--- src/rtl/crc16_pkg.sv ---
// Shared constants, FSM state type and the single-bit CRC-16 step for the
// frame controller. Length limiting is enabled with CRC16_CTRL_LEN_LIMIT_EN.
package crc16_pkg;

  localparam int unsigned BYTE_W  = 8;
  localparam int unsigned CRC_W   = 16;
  localparam int unsigned CNT_W   = 8;
  localparam int unsigned NUM_REQ = 2;
  localparam int unsigned BIT_W   = 3;

  localparam logic [CRC_W-1:0] CRC16_POLY = 16'hBAAD;
  localparam logic [CRC_W-1:0] CRC16_INIT = 16'h0000;

  typedef enum logic [1:0] {
    ST_IDLE  = 2'd0,
    ST_LOAD  = 2'd1,
    ST_SHIFT = 2'd2,
    ST_DONE  = 2'd3
  } crc16_ctrl_state_t;

  // One LFSR step: feedback is the incoming bit against the current MSB.
  function automatic logic [CRC_W-1:0] crc16_step(input logic [CRC_W-1:0] crc,
                                                  input logic             bit_in);
    logic fb;
    fb = bit_in ^ crc[CRC_W-1];
    return {crc[CRC_W-2:0], 1'b0} ^ (fb ? CRC16_POLY : CRC_W'(0));
  endfunction

endpackage

--- src/rtl/crc16_serial_engine.sv ---
// Bit-serial CRC-16 LFSR: synchronous clear, one bit per enabled cycle.
module crc16_serial_engine
  import crc16_pkg::*;
(
  input  logic             clk,
  input  logic             reset,
  input  logic             clr,
  input  logic             shift_en,
  input  logic             bit_in,
  output logic [CRC_W-1:0] crc
);

  logic [CRC_W-1:0] crc_q;

  always_ff @(posedge clk) begin
    if (reset) begin
      crc_q <= CRC16_INIT;
    end else if (clr) begin
      crc_q <= CRC16_INIT;
    end else if (shift_en) begin
      crc_q <= crc16_step(crc_q, bit_in);
    end
  end

  assign crc = crc_q;

endmodule

--- src/rtl/crc16_frame_ctrl.sv ---
// Two-requester frame controller sharing one serial CRC-16 engine, with
// round-robin grant at frame boundaries. Optional length check: CRC16_CTRL_LEN_LIMIT_EN.
module crc16_frame_ctrl
  import crc16_pkg::*;
#(
  parameter int unsigned MAX_BYTES = 64
) (
  input  logic                      clk,
  input  logic                      reset,
  input  logic [NUM_REQ-1:0]        req_valid,
  input  logic [NUM_REQ*BYTE_W-1:0] req_data,
  input  logic [NUM_REQ-1:0]        req_last,
  output logic [NUM_REQ-1:0]        req_ready,
  output logic                      crc_valid,
  input  logic                      crc_ready,
  output logic [CRC_W-1:0]          crc_value,
  output logic                      crc_src,
  output logic [CNT_W-1:0]          byte_cnt,
  output logic                      crc_err
);

  if (MAX_BYTES == 0 || MAX_BYTES > 255) begin : g_max_bytes_range
    $error("crc16_frame_ctrl: MAX_BYTES must be in 1..255");
  end

  crc16_ctrl_state_t  state_q;
  logic               grant_q;
  logic               prio_q;
  logic [BYTE_W-1:0]  byte_q;
  logic               last_q;
  logic [BIT_W-1:0]   bit_cnt_q;
  logic [CNT_W-1:0]   cnt_q;
  logic [NUM_REQ-1:0] ready_q;
  logic               valid_q;

  logic               win_c;
  logic               sel_valid_c;
  logic               sel_last_c;
  logic [BYTE_W-1:0]  sel_data_c;
  logic               eng_clr_c;
  logic               eng_shift_c;
  logic               eng_bit_c;

  // Requester that wins an IDLE arbitration: priority holder first.
  assign win_c       = req_valid[prio_q] ? prio_q : ~prio_q;
  assign sel_valid_c = req_valid[grant_q];
  assign sel_last_c  = req_last[grant_q];
  assign sel_data_c  = grant_q ? req_data[2*BYTE_W-1:BYTE_W] : req_data[BYTE_W-1:0];

  assign eng_clr_c   = (state_q == ST_IDLE) && (|req_valid);
  assign eng_bit_c   = byte_q[bit_cnt_q];

`ifdef CRC16_CTRL_LEN_LIMIT_EN
  logic err_q;
  logic drop_q;
  logic cnt_full_c;

  assign cnt_full_c  = (cnt_q == CNT_W'(MAX_BYTES));
  // Bytes past the limit still take their SHIFT slot but leave the CRC frozen.
  assign eng_shift_c = (state_q == ST_SHIFT) && !drop_q;
  assign crc_err     = err_q;
`else
  assign eng_shift_c = (state_q == ST_SHIFT);
  assign crc_err     = 1'b0;
`endif

  always_ff @(posedge clk) begin
    if (reset) begin
      state_q   <= ST_IDLE;
      grant_q   <= 1'b0;
      prio_q    <= 1'b0;
      byte_q    <= '0;
      last_q    <= 1'b0;
      bit_cnt_q <= '0;
      cnt_q     <= '0;
      ready_q   <= '0;
      valid_q   <= 1'b0;
`ifdef CRC16_CTRL_LEN_LIMIT_EN
      err_q     <= 1'b0;
      drop_q    <= 1'b0;
`endif
    end else begin
      case (state_q)
        ST_IDLE: begin
          if (|req_valid) begin
            grant_q <= win_c;
            cnt_q   <= '0;
            ready_q <= {win_c, ~win_c};
            state_q <= ST_LOAD;
`ifdef CRC16_CTRL_LEN_LIMIT_EN
            err_q   <= 1'b0;
            drop_q  <= 1'b0;
`endif
          end
        end

        ST_LOAD: begin
          if (sel_valid_c) begin
            byte_q    <= sel_data_c;
            last_q    <= sel_last_c;
            bit_cnt_q <= BIT_W'(BYTE_W - 1);
            ready_q   <= '0;
            state_q   <= ST_SHIFT;
`ifdef CRC16_CTRL_LEN_LIMIT_EN
            drop_q    <= cnt_full_c;
            if (!cnt_full_c) begin
              cnt_q <= cnt_q + CNT_W'(1);
            end
            // Reaching the limit with more bytes still to come is the violation.
            if ((cnt_q == CNT_W'(MAX_BYTES - 1)) && !sel_last_c) begin
              err_q <= 1'b1;
            end
`else
            cnt_q     <= cnt_q + CNT_W'(1);
`endif
          end
        end

        ST_SHIFT: begin
          if (bit_cnt_q == BIT_W'(0)) begin
            if (last_q) begin
              valid_q <= 1'b1;
              state_q <= ST_DONE;
            end else begin
              ready_q <= {grant_q, ~grant_q};
              state_q <= ST_LOAD;
            end
          end else begin
            bit_cnt_q <= bit_cnt_q - BIT_W'(1);
          end
        end

        ST_DONE: begin
          if (crc_ready) begin
            valid_q <= 1'b0;
            prio_q  <= ~grant_q;
            state_q <= ST_IDLE;
`ifdef CRC16_CTRL_LEN_LIMIT_EN
            err_q   <= 1'b0;
`endif
          end
        end

        default: begin
          state_q <= ST_IDLE;
        end
      endcase
    end
  end

  crc16_serial_engine u_engine (
    .clk      (clk),
    .reset    (reset),
    .clr      (eng_clr_c),
    .shift_en (eng_shift_c),
    .bit_in   (eng_bit_c),
    .crc      (crc_value)
  );

  assign req_ready = ready_q;
  assign crc_valid = valid_q;
  assign crc_src   = grant_q;
  assign byte_cnt  = cnt_q;

endmodule

--- config.mk ---
export PLATFORM = sky130hd
export DESIGN_NAME = crc16_frame_ctrl
export DESIGN_NICKNAME = d
export VERILOG_FILES = /design/src/rtl/crc16_pkg.sv /design/src/rtl/crc16_serial_engine.sv /design/src/rtl/crc16_frame_ctrl.sv
export SDC_FILE = /design/constraint.sdc
export NUM_CORES = 1
export LEC_CHECK = 0
export CAP_MARGIN = 40
export CORE_ASPECT_RATIO = 1.75
export CORE_MARGIN = 2
export CORE_UTILIZATION = 45
export CTS_BUF_LIST = sky130_fd_sc_hd__clkbuf_4
export DETAILED_ROUTE_END_ITERATION = 8
export PLACE_DENSITY = 0.72
export SETUP_SLACK_MARGIN = 0.2
export SYNTH_ARGS = -nofsm -noshare
export SYNTH_HDL_FRONTEND = slang
export SYNTH_HIERARCHICAL = 1
export SYNTH_SLANG_ARGS = --single-unit
--- constraint.sdc ---
create_clock -name clk -period 3 [get_ports clk]
set_clock_uncertainty 0.1 [all_clocks]
set_input_delay 0.9 -clock clk [delete_from_list [all_inputs] [get_ports clk]]
set_output_delay 0.9 -clock clk [all_outputs]
set_load 0.02 [all_outputs]
# ---- Word-level counts from Yosys, hierarchy flattened
# Cells that the tools add are included.
dict set report word_totals {
  reg_bits 43
  input_bits 23
  output_inout_bits 29
}
dict set report op_classes {
  n_addsub 2
  n_lt_le_gt_ge 3
  eq_ne 10
  n_mux 32
  bitwise_logic 5
  reduce_logical 17
}
# op n
set op_table {}
lappend op_table {{$mux W8} 3}
lappend op_table {{$mux W2} 9}
lappend op_table {{$mux W16} 1}
lappend op_table {{$pmux W8 S2} 1}
lappend op_table {{$xor A16 B16 Y16} 1}
lappend op_table {{$mux W1} 11}
lappend op_table {{$ne A2 B2 Y1 const B} 5}
lappend op_table {{$add A8 B1 Y8 const B} 1}
lappend op_table {{$pmux W2 S4} 1}
lappend op_table {{$reduce_and A4 Y1} 2}
lappend op_table {{$mux W3} 2}
lappend op_table {{$pmux W2 S3} 1}
lappend op_table {{$pmux W3 S2} 1}
lappend op_table {{$reduce_and A2 Y1} 3}
lappend op_table {{$reduce_and A3 Y1} 2}
lappend op_table {{$reduce_bool A2 Y1} 3}
lappend op_table {{$reduce_and A5 Y1} 1}
lappend op_table {{$eq A2 B2 Y1 const B} 2}
lappend op_table {{$lt A1 B2 Y1 const B} 2}
lappend op_table {{$lt A3 B4 Y1 const B} 1}
lappend op_table {{$ne A2 B1 Y1 const B} 2}
lappend op_table {{$reduce_or A2 Y1} 2}
lappend op_table {{$bmux W1 S3} 1}
lappend op_table {{$logic_not A3 Y1} 1}
lappend op_table {{8 further kinds} 10}

# ---- Depth between registers and ports, before layout
dict set report depth {
  ltp_word 6
  mapped_depth 7
  depth_no_buf 6
}

# ---- By module
# Netlist, hierarchy kept.
# mod instances cells_per_inst area_each_um2 seq_area_each_um2
set by_module_without_submodules {}
lappend by_module_without_submodules {crc16_frame_ctrl 1 172 1536.5 540.5}
lappend by_module_without_submodules {crc16_serial_engine 1 76 694.4 320.3}

# ---- Least setup slack after synthesis
# OpenSTA, ideal clock, no wires.
dict set report synth_path {
  path_kind {input-to-reg}
  from {input port req_valid[1]}
  to {register u_engine.crc_q[13] (netlist: u_engine/crc[13])}
  setup_time_ns 0.062
  arrival_ns 2.049
  t_required_ns 2.838
  slack_ns 0.789
  cell_stages 6
  path_buffers 1
  cell_sequence {nor2_1 nor2b_1 or2_4 buf_6 or4_1 nand3_1}
}
dict set report synth_between {
  elab_chain_len 3
}
# item line
set synth_lines {}
lappend synth_lines {{from (decl)} crc16_frame_ctrl.sv:10} ;# input logic [NUM_REQ-1:0] req_valid,
lappend synth_lines {{$reduce_or A2 Y1} crc16_frame_ctrl.sv:50} ;# assign eng_clr_c = (state_q == ST_IDLE) && (|req_valid);
lappend synth_lines {{$logic_and A1 B1 Y1} crc16_frame_ctrl.sv:50}
lappend synth_lines {{via eng_clr_c} crc16_frame_ctrl.sv:40} ;# logic eng_clr_c;
lappend synth_lines {{$reduce_or A2 Y1 (no line)} n/a}
lappend synth_lines {{to (signal assigned)} crc16_serial_engine.sv:21} ;# crc_q <= crc16_step(crc_q, bit_in);
lappend synth_lines {{to (decl)} crc16_serial_engine.sv:13} ;# logic [CRC_W-1:0] crc_q;
# The timed path passes the listed nets, and every way through them passes these cells.
# A chain may end at the register's enable or synchronous reset.

# ---- Worst setup path after layout
dict set report layout_path {
  from {register cnt_q[2] (netlist: byte_cnt[2])}
  to {output port byte_cnt[2]}
}
# item line
set layout_lines {}
lappend layout_lines {{from (decl)} crc16_frame_ctrl.sv:32} ;# logic [CNT_W-1:0] cnt_q;
lappend layout_lines {{from (signal assigned)} crc16_frame_ctrl.sv:114} ;# cnt_q <= cnt_q + CNT_W'(1);
lappend layout_lines {{to (decl)} crc16_frame_ctrl.sv:18} ;# output logic [CNT_W-1:0] byte_cnt,
# No word-level cell between the ends.

==> results.md <==
- Status: completed
- Via count: 1991
- Placement Cell Area: 2790 sq um
- Required @ worst endpoint: 2.00 ns
- Crit path kind: flip-flop to primary output
- Hold Crit Class: flip-flop to flip-flop
- Core Area: 4750 sq um
- Pwr per Cell Area: 667 nW/um^2
- Leading cell type in the layout, fill and taps excluded: clkdlybuf4s50_1
- CP Buf/Inv Count: 1
- Worst r2r path cells: 6
- Final hold vios: 0
- Initial Utilization: 0.470
- Total Wirelength: 4910 um
- TritonCTS clock tree: built
- Syn nets: 280
- Gpl congestion: 0.764
- Primary FF master, synth: dfxtp_1
- Maximum VDD drop: 0.396 mV
- Area Growth Syn to Fin: 27.5%
- Die area: 5560 sq um
- Setup Buffers After CTS: 0
- Num CTS Buffers: 5
- Die X: 57.2 um
- # setup viols final: 0
- Vias in the first global route: 1914
- Syn Area/Cell: 9.00 sq um
- CP max stage delay: 0.64 ns
- H-tree depth: 2
- Fill cell count: 440
- Levels on crit path: 1
- Tcrit/Tclk final: 0.807
- Tightest Pin Transition: 0.518 ns
- Number of synthesized flops with an enable pin: 0
- Rows: 33
- Gr usage total: 0.188
- Final Slew Violations: 0
- Reg2reg end: u_engine/crc[7]
- Clock period minus worst slack: 2.42 ns
- Vias/cell: 5.64
- GRT overflow: 0
- Largest net degree at the start of global routing: 22
- Drt drc: 0
- Clk_lat worst skew: 0.36 ns
- Synth top area cells: dfxtp_1 (39%), mux2i_1 (7.2%), nor2_1 (5.6%)
- Share of layout cells above drive strength 1: 0.0864
- Die H: 97.1 um
- Worst EP arrival: 1.42 ns
- Crit. Startpoint: byte_cnt[2]
- Sequential fraction of the synthesis area: 0.386
- Syn Inst Count: 248
- Max_slew headroom: 0.655
- Routed Antenna Nets: 0
- Most frequent cells in the layout: clkdlybuf4s50_1 (50), dfxtp_1 (43), nor2_1 (33)
- Multi-input logic area: 1250 sq um
- Max-Cap Viols: 0
- RR Startpoint: bit_cnt_q[0]
- DP HPWL: 3800 um
- Drt first pass iters: 5
- Sequential Area: 861 sq um
- Post-route cell area: 2850 sq um
- Lkg Pwr: 0.995 nW
- DRT iter0 DRCs: 77
- Clock Path Buffers: 2
- Initial antenna violation count: 0
- CP Launch Type: flip-flop
- Sink Count: 43
- IO Pins: 52
- Yosys warns: 6
- Post-CTS resize count: 0
- First-pass GRT wire length: 8580 um
- Pre-CTS setup slack: 0.249 ns
- RSZ-0062 raised after global routing: no
- Drt wl/cell: 13.9 um
- Fraction of registers with async set/reset: 0
- Final core utilization: 0.599
- Maximum clock rate: 413 MHz
- Cell variety after synth: 47
- Seq cells post-synth: 43
- Hold_buf cts: 0
- Kind of cell with the highest combined delay on the critical path: buffers and inverters
- Nets: 332
- Clock-pin slew on the worst setup and hold paths: 0.12 ns
- Crit path cell chain: clkdlybuf4s50_1
- ANT cells: 0
- Synth Cell Area: 2230 sq um
- Critical Path Slowest Stage Cell: clkdlybuf4s50_1
- Crit end category: primary output
- CP endpoint: byte_cnt[2]
- Root buffer cell: clkbuf_4
- Crit-path max FO: 5
- Top cell type's share of synthesized area: 0.386
- Port bufs: 50
- FF-to-FF setup slack: 0.74 ns
- Setup ws final: 0.578 ns
- Setup TNS: 0 ns
- Leading area contributor after synthesis: dfxtp_1
-- state kept, by name, indices dropped and copies added, names as in the netlist --
name and count:
byte_cnt 8, last_q 1, state_q 2, crc_valid 1, prio_q 1, req_ready 2
u_engine/crc 16, bit_cnt_q 3, byte_q 8, crc_src 1
-- metal layers --
| metal | share of wire | global-route usage | vias up | wire [um] |
|---|---|---|---|---|
| li1 | - | - | 1009 | - |
| met1 | 0.40 | 0.212 | 933 | 1940 |
| met2 | 0.56 | 0.348 | 43 | 2730 |
| met3 | 0.032 | 0.0293 | 6 | 156 |
| met4 | 0.015 | 0.0590 | 0 | 73 |
| met5 | 0 | 0 | - | 0 |
-- how the worst min path moves through the flow --
stage	startpoint	to	slack, ns	depth (start not counted)
2_1_floorplan	prio_q	prio_q	0.37	2
3_3_place_gp	crc_valid	crc_valid	0.36	2
3_5_place_dp	crc_valid	crc_valid	0.37	2
4_1_cts	crc_valid	crc_valid	0.39	2
5_1_grt	crc_valid	crc_valid	0.41	2
6_report	crc_valid	crc_valid	0.39	2
-- layout make-up --
type                            instances  area share
Multi-Input combinational cell        178       0.438
Sequential cell                        43       0.303
Timing Repair Buffer                   60       0.202
Tap cell                               52      0.0229
Inverter                               12      0.0158
Clock buffer                            5      0.0132
Clock inverter                          3     0.00528
-- per-stage QoR --
step / cells / hold WS [ns] / total power (W)
floorplan: 248 / 0.371 / 0.00140
CTS: 353 / 0.394 / 0.00192
detailed placement: 345 / 0.373 / 0.00164
global placement: 344 / 0.363 / 0.00162
global route: 353 / 0.410 / 0.00205
finish: 353 / 0.390 / 0.00190
-- synth_stat cells (all sizes together), types with 7 or more instances --
master / number
a211oi: 14
a21oi: 11
buf: 9
dfxtp: 43
ha: 9
inv: 12
mux2i: 16
nand2: 8
nand3: 16
nand4: 8
nor2: 34
or4: 7
xnor2: 8
-- power breakdown --
part	switching (W)	total (W)	internal, W
combinational	0.000506	0.000883	0.000377
clock	0.000188	0.000275	0.0000862
sequential	0.0000786	0.000740	0.000662
-- worst reg2reg max path, cell delays in order, from the launching register on --
cell and delay [ns]:
dfxtp_1 0.47, mux4_2 0.53, mux2_2 0.30, xnor2_1 0.13
buf_4 0.18, or4_1 0.41, nand3_1 0.08
-- cells by family (layout without fill, tap and decap cells) --
logic type / Yosys count / in the layout / synth area share
AO/OA/AOI/OAI: 49 / 49 / 0.166
XOR/XNOR: 8 / 8 / 0.0314
adder cells (fa/ha/maj): 9 / 9 / 0.0505
buffers and inverters: 27 / 80 / 0.0555
flip-flops: 43 / 43 / 0.386
multiplexers: 19 / 19 / 0.0970
other: 1 / 1 / 0.00168
AND/OR/NAND/NOR: 92 / 92 / 0.212
(Power assumes the default switching activity.)
